[src/rtl/serial_word_rx_pkg.sv]
// Purpose : shared types and line levels for the serial word receiver.
// Latency : n/a (package only).
// Backpressure: n/a.
// Contents: rx_state_t FSM encoding, idle/start line levels.
package serial_word_rx_pkg;

    typedef enum logic [1:0] {
        IDLE   = 2'd0,
        DATA   = 2'd1,
        PARITY = 2'd2,
        STOP   = 2'd3
    } rx_state_t;

    localparam logic RX_IDLE_LVL  = 1'b1;
    localparam logic RX_START_LVL = 1'b0;

endpackage

[src/rtl/rx_hold_reg.sv]
// Purpose : one-word valid/ready holding register with sticky overrun flag.
// Latency : load_vld on edge N -> out_valid/out_data visible after edge N.
// Backpressure: full register refuses a load unless it drains in the same cycle; refused loads set overrun.
// Ports   : clk, rst (sync, active-high); load_vld/load_dat from the frame FSM;
//           out_data/out_valid/out_ready consumer port; clr_ovr clears overrun; overrun sticky flag.
module rx_hold_reg #(
    parameter int WIDTH = 4
) (
    input  logic             clk,
    input  logic             rst,
    input  logic             load_vld,
    input  logic [WIDTH-1:0] load_dat,
    input  logic             out_ready,
    input  logic             clr_ovr,
    output logic [WIDTH-1:0] out_data,
    output logic             out_valid,
    output logic             overrun
);

    logic [WIDTH-1:0] data_q, data_d;
    logic             valid_q, valid_d;
    logic             ovr_q, ovr_d;
    logic             drain;
    logic             accept;

    always_comb begin
        drain   = valid_q && out_ready;
        // A word draining this cycle frees the slot for a simultaneous load.
        accept  = load_vld && (!valid_q || out_ready);
        data_d  = accept ? load_dat : data_q;
        valid_d = accept ? 1'b1 : (drain ? 1'b0 : valid_q);
        // Set has priority over clear.
        ovr_d   = (load_vld && !accept) ? 1'b1 : (clr_ovr ? 1'b0 : ovr_q);
    end

    always_ff @(posedge clk) begin
        if (rst) begin
            data_q  <= '0;
            valid_q <= 1'b0;
            ovr_q   <= 1'b0;
        end else begin
            data_q  <= data_d;
            valid_q <= valid_d;
            ovr_q   <= ovr_d;
        end
    end

    assign out_data  = data_q;
    assign out_valid = valid_q;
    assign overrun   = ovr_q;

endmodule

[src/rtl/serial_word_rx.sv]
// Purpose : start/data/[parity]/stop serial frame receiver, LSB-first, WIDTH data bits.
// Latency : word/error flags visible one cycle after the stop-bit bit_valid cycle.
// Backpressure: one-word holding register; good frames arriving while it is full are dropped and set overrun.
// Ports   : clk, rst (sync, active-high); bit_valid/sin serial input; out_data/out_valid/out_ready
//           word output; frame_err/par_err one-cycle pulses; overrun sticky, cleared by clr_ovr; busy.
// Build   : define SERIAL_WORD_RX_PARITY_EN to expect an even-parity bit after the data bits.
module serial_word_rx
    import serial_word_rx_pkg::*;
#(
    parameter int WIDTH = 4
) (
    input  logic             clk,
    input  logic             rst,
    input  logic             bit_valid,
    input  logic             sin,
    output logic [WIDTH-1:0] out_data,
    output logic             out_valid,
    input  logic             out_ready,
    output logic             frame_err,
    output logic             par_err,
    output logic             overrun,
    input  logic             clr_ovr,
    output logic             busy
);

    localparam int            CW   = $clog2(WIDTH) + 1;
    localparam logic [CW-1:0] LAST = CW'(WIDTH - 1);

    rx_state_t        state_q, state_d;
    logic [WIDTH-1:0] acc_q, acc_d;
    logic [CW-1:0]    cnt_q, cnt_d;
    logic             frame_err_q, frame_err_d;
    logic             par_err_q, par_err_d;
    logic             perr_q, perr_d;   // parity mismatch seen in PARITY, reported at STOP
    logic             good_vld;

    always_comb begin
        state_d     = state_q;
        acc_d       = acc_q;
        cnt_d       = cnt_q;
        perr_d      = perr_q;
        frame_err_d = 1'b0;
        par_err_d   = 1'b0;
        good_vld    = 1'b0;
        if (bit_valid) begin
            case (state_q)
                IDLE: begin
                    if (sin == RX_START_LVL) begin
                        state_d = DATA;
                        acc_d   = '0;
                        cnt_d   = '0;
                        perr_d  = 1'b0;
                    end
                end
                DATA: begin
                    acc_d = {sin, acc_q[WIDTH-1:1]};
                    cnt_d = cnt_q + 1'b1;
                    if (cnt_q == LAST) begin
`ifdef SERIAL_WORD_RX_PARITY_EN
                        state_d = PARITY;
`else
                        state_d = STOP;
`endif
                    end
                end
`ifdef SERIAL_WORD_RX_PARITY_EN
                PARITY: begin
                    // Even parity: data bits XOR parity bit must be 0.
                    perr_d  = ^{acc_q, sin};
                    state_d = STOP;
                end
`endif
                STOP: begin
                    state_d     = IDLE;
                    frame_err_d = (sin != RX_IDLE_LVL);
                    par_err_d   = perr_q;
                    good_vld    = (sin == RX_IDLE_LVL) && !perr_q;
                end
                default: state_d = IDLE;
            endcase
        end
    end

    always_ff @(posedge clk) begin
        if (rst) begin
            state_q     <= IDLE;
            acc_q       <= '0;
            cnt_q       <= '0;
            perr_q      <= 1'b0;
            frame_err_q <= 1'b0;
            par_err_q   <= 1'b0;
        end else begin
            state_q     <= state_d;
            acc_q       <= acc_d;
            cnt_q       <= cnt_d;
            perr_q      <= perr_d;
            frame_err_q <= frame_err_d;
            par_err_q   <= par_err_d;
        end
    end

    rx_hold_reg #(.WIDTH(WIDTH)) u_hold (
        .clk       (clk),
        .rst       (rst),
        .load_vld  (good_vld),
        .load_dat  (acc_q),
        .out_ready (out_ready),
        .clr_ovr   (clr_ovr),
        .out_data  (out_data),
        .out_valid (out_valid),
        .overrun   (overrun)
    );

    assign frame_err = frame_err_q;
    assign par_err   = par_err_q;
    assign busy      = (state_q != IDLE);

endmodule
[config.mk]
export PLATFORM = sky130hd
export DESIGN_NAME = serial_word_rx
export DESIGN_NICKNAME = d
export VERILOG_FILES = /design/src/rtl/serial_word_rx_pkg.sv /design/src/rtl/rx_hold_reg.sv /design/src/rtl/serial_word_rx.sv
export SDC_FILE = /design/constraint.sdc
export NUM_CORES = 1
export LEC_CHECK = 0
export CAP_MARGIN = 20
export CORE_ASPECT_RATIO = 0.9
export CORE_MARGIN = 1.5
export CORE_UTILIZATION = 33
export CTS_BUF_LIST = sky130_fd_sc_hd__clkbuf_16
export CTS_CLUSTER_DIAMETER = 50
export DETAILED_ROUTE_END_ITERATION = 10
export PLACE_DENSITY_LB_ADDON = 0.1
export SLEW_MARGIN = 40
export SYNTH_ARGS = -nofsm -noshare
export SYNTH_HDL_FRONTEND = slang
export SYNTH_SLANG_ARGS = --single-unit
[constraint.sdc]
create_clock -name clk -period 1.8 [get_ports clk]
set_input_delay 0.54 -clock clk [delete_from_list [all_inputs] [get_ports clk]]
set_output_delay 0.54 -clock clk [all_outputs]
set_load 0.005 [all_outputs]
======== After elaboration in Yosys (flattened, before gate mapping) ========
Index checks and enable logic that the tools add are counted.
word-level totals
  logic and storage cells ................. 43
  flip-flop bits (word level) ............. 16
  output and inout bits ................... 9
  bits of input ports ..................... 6
cells by class
  mux-type cells .......................... 13
  bitwise operators ....................... 3
  equality and inequality tests ........... 5
  reduce and logical (&&, ||, !) cells .... 14
  add/sub/neg operators ................... 1
operator list
  cell                   number
  $pmux W4 S2            1
  $reduce_bool A2 Y1     4
  $mux W1                6
  $pmux W3 S2            1
  $reduce_and A3 Y1      2
  $mux W2                2
  $mux W4                1
  $ne A2 B2 Y1 const B   2
  $pmux W2 S2            1
  $add A3 B1 Y3 const B  1
  $eq A3 B2 Y1 const B   1
  $logic_and A1 B1 Y1    3
  $mux W3                1
  $not A1 Y1             3
  $reduce_or A3 Y1       1
  $eq A2 B1 Y1 const B   1
  $eq A2 B2 Y1 const B   1
  $logic_not A1 Y1       2
  $logic_not A2 Y1       1
  $logic_or A1 B1 Y1     1

======== Longest topological paths before layout ========
  depth in word-level cells ............... 7
  depth in mapped cells ................... 5
  depth with buffers taken out ............ 5

======== Hierarchy ========
A second synthesis with hierarchy kept.
unflattened totals
  cells, all modules ...................... 71
  area, all modules ....................... 733.2 µm²
by module, submodules not included
  module          sequential area each (µm²)  times used  cells an instance  area each (µm²)
  serial_word_rx  200.2                       1           44                 462.9
  rx_hold_reg     120.1                       1           27                 270.3

======== Worst setup path before layout ========
OpenSTA, ideal clock, no wires.
  path kind ............................... input -> register
  from .................................... in out_ready
  to ...................................... reg u_hold.data_q[0] (netlist: u_hold.out_data[0])
  path buffers ............................ 1
  stages on the path ...................... 4
  data arrival time ....................... 1.055 ns
  slack ................................... 0.627 ns
  required time ........................... 1.682 ns
  library setup time ...................... 0.118 ns
  path through ............................ nand2b_1 nor2b_1 buf_4 mux2i_1
between the ends
  word-level cells in the longest chain between the ends .. 2
RTL lines
  what                    line                  text
  start: declaration      serial_word_rx.sv:18  input logic out_ready,
  $logic_or A1 B1 Y1      rx_hold_reg.sv:29     accept = load_vld && (!valid_q || out_ready);
  $logic_and A1 B1 Y1     rx_hold_reg.sv:29
  end signal: assignment  rx_hold_reg.sv:42     data_q <= data_d;
  end: declaration        rx_hold_reg.sv:20     logic [WIDTH-1:0] data_q, data_d;
No other way between the ends.
A chain may end at the register's enable or synchronous reset.

======== Worst setup path in the final report ========
  from .................................... reg state_q[1]
  to ...................................... out busy
between the ends
  word-level cells in the longest chain between the ends .. 1
RTL lines
  what                      line                   text
  start: declaration        serial_word_rx.sv:29   rx_state_t state_q, state_d;
  start signal: assignment  serial_word_rx.sv:93   state_q <= state_d;
  $reduce_bool A2 Y1        serial_word_rx.sv:116  assign busy = (state_q != IDLE);
  end: declaration          serial_word_rx.sv:23   output logic busy
No other way between the ends.

==> reports/summary.txt <==
footprint of the flip-flops and latches -> 323 um2
layout-stage area growth over the synthesis result -> 33.7%
count of buffers inserted at the top-level ports -> 13
routed len/inst -> 10.6 um
launch point of the critical path -> state_q[1]
critical path required time -> 1260 ps
effective utilization at floorplan -> 36.0%
average footprint of a synthesized cell -> 9.12 um2
number of failing setup endpoints in the final timing report -> 0
final hold viol count -> 0
register-to-register path setup slack -> 610 ps
CTS Buf Count -> 3
die extent in y -> 46.8 um
worst-case setup margin in the final layout -> 133 ps
non-filler cells in the finished layout -> 117
drt initial violations -> 4
first-pass detailed-route iteration total -> 2
vias in the first global route -> 489
reg-to-reg critical path endpoint -> state_q[1]
pin count of the biggest net entering global routing -> 14
area enclosed by the die boundary -> 2410 um2
worst-case reg-to-reg path depth -> 5
net total in the final layout -> 102
final cycle utilization of the critical path -> 92.6%
number of distinct standard cells referenced by the synthesized netlist -> 24
post-placement worst setup slack -> 0.901 ps
routability-driven placement congestion ratio -> 0.712
maximum clock insertion buffer count -> 2
post-layout utilization of the core -> 48.1%
kind of end point of the critical path -> primary output
flops & latches, synth -> 16
setup repair after global routing missed its margin -> no
global-route wire length before repair -> 2170 um
worst clock skew on the final layout -> 0.830 ps
via count -> 549
post-detail-place hpwl -> 878 um
vias per std cell -> 4.69
number of nets still failing antenna checks after routing -> 0
Leakage Power -> 0.344 nW
number of inserted diodes -> 0
CTS Root Buffer Type -> clkbuf_16
clock sink count -> 16
share of post-route cells with drive strength above 1 -> 15.2%
share of the yosys chip area belonging to registers -> 45.6%
setup TNS -> 0 ps
I/O Pins -> 15
chip width -> 51.6 um
number of buffers inserted by hold repair at cts -> 0
category of the most critical setup path -> reg2out
Remaining Overflow, GRT -> 0
post-CTS setup-driven buffer insertion count -> 0
total detailed-routing wirelength -> 1240 um
area of the multi-input gates -> 339 um2
antenna violations before repair -> 0
site row count -> 15
Peak Freq -> 600 MHz
Filler Cell Count -> 207
DRC violation count after routing -> 0
clock insertion delay at the later pin of the skew report -> 240 ps
Clock H-tree levels -> 1
nets in the synthesized netlist -> 85
maximum fanout encountered on the critical timing path -> 7
class of the worst hold path -> reg2reg
Overall Power -> 0.826 mW
critical register-to-register path startpoint -> cnt_q[0]
number of cells after detailed placement -> 114
GRT Overall Usage -> 12.9%
count of yosys warnings during synthesis -> 0
worst-case vdd ir drop -> 0.000741 V
post-layout minimum cycle time -> 1670 ps
CP startpoint kind -> register
arrival time at the worst endpoint -> 1130 ps
max cap viols -> 0
outcome -> finished clean
P per Cell Area -> 880 nW/um2
TritonCTS clock tree -> built
Reg clk slew, reported paths -> 50 ps
Post-Syn Area -> 702 um2
worst setup path end -> busy
number of pins with negative max-slew slack in the final report -> 0
Std-Cell Core Area -> 1950 um2
cells after synthesis -> 77
registers in the layout (all words and copies together), names as in the netlist:
register          flops
acc_q                 4
u_hold.out_data       4
cnt_q                 3
state_q               2
frame_err             1
u_hold.out_valid      1
u_hold.overrun        1
timing repair:
item | in CTS | in global routing
resized for setup | 3 | 0
endpoints found under the hold margin | 0 | 0
setup endpoints to repair | 1 | 0
worst max-delay path, cell delays in order (launching register included):
cell and delay [ps]:
dfxtp_2 340, or2_2 280, dlygate4sd2_1 260
cells by family (layout without fill, tap and decap cells):
group,after synthesis,count (layout),share of synthesized area [%]
AO/OA/AOI/OAI,16,16,12.1
adder cells (fa/ha/maj),2,2,3.56
buffers and inverters,8,23,6.06
flip-flops,16,16,45.6
multiplexers,4,4,5.70
other,1,1,0.534
AND/OR/NAND/NOR,30,30,26.4
routing by layer:
layer  vias to the layer above  part of all wire [%]  GRT usage, %
li1                        287                     -             -
met1                       247                    52          15.8
met2                        13                    40          20.0
met3                         2                   6.8          6.05
met4                         0                  0.80          4.74
met5                         -                     0             0
power by group:
part           switching (mW)  total (mW)  leakage, nW  internal [mW]
registers             0.00389       0.363        0.130          0.359
logic                  0.0223      0.0463        0.177         0.0241
clock network           0.126       0.417       0.0370          0.291
placed cells by master (no fill, tap or decap):
cell type,count
a21oi_1,8
a2bb2oi_1,1
and2b_2,1
and3b_1,1
and4b_2,1
buf_4,4
clkbuf_16,3
clkdlybuf4s50_1,12
conb_1,1
dfxtp_1,14
dfxtp_2,2
dlygate4sd2_1,1
ha_1,2
inv_1,3
mux2i_1,4
nand2_1,4
nand2b_1,12
nand3_1,1
nand4_2,1
nor2_1,4
nor2b_1,2
nor3_1,1
nor3_2,1
o21ai_0,6
o22ai_1,1
or2_2,1
how the worst min path moves through the flow:
stage | slack [ps] | cells past startpoint | start | end
floorplan | 450 | 2 | acc_q[1] | acc_q[0]
global placement | 460 | 2 | cnt_q[1] | cnt_q[1]
detailed placement | 460 | 2 | cnt_q[2] | cnt_q[2]
CTS | 470 | 2 | cnt_q[2] | cnt_q[2]
global route | 500 | 2 | cnt_q[2] | cnt_q[2]
finish | 470 | 2 | cnt_q[2] | cnt_q[2]
area by class of cell:
| class | instances | area share (%) |
|---|---|---|
| timing repair buffer | 17 | 16.9 |
| tap | 25 | 3.33 |
| clock buffer | 3 | 8.00 |
| sequential | 16 | 34.4 |
| inverter | 3 | 1.20 |
| multi-input combinational | 53 | 36.1 |
synth_stat cells:
cell type   n  share of area [%]
a21oi_1     8                5.7
a2bb2oi_1   1                1.2
and2b_2     1                1.2
and3b_1     1                1.2
and4b_2     1                1.6
buf_2       1               0.71
buf_4       3                3.2
clkbuf_1    1               0.53
conb_1      1               0.53
dfxtp_1    16                 46
ha_1        2                3.6
inv_1       3                1.6
mux2i_1     4                5.7
nand2_1     4                2.1
nand2b_1   12                 11
nand3_1     1               0.71
nand4_2     1                1.8
nor2_1      4                2.1
nor2b_1     2                1.8
nor3_1      1               0.71
nor3_2      1                1.4
o21ai_0     6                4.3
o22ai_1     1               0.89
or2_2       1               0.89
stage by stage:
step	area (um2)	hold slack, ps
floorplan	702	446
global placement	862	460
detailed placement	862	459
CTS	938	466
global route	938	504
finish	938	466
Note: power is estimated with default switching activity, not from simulation.
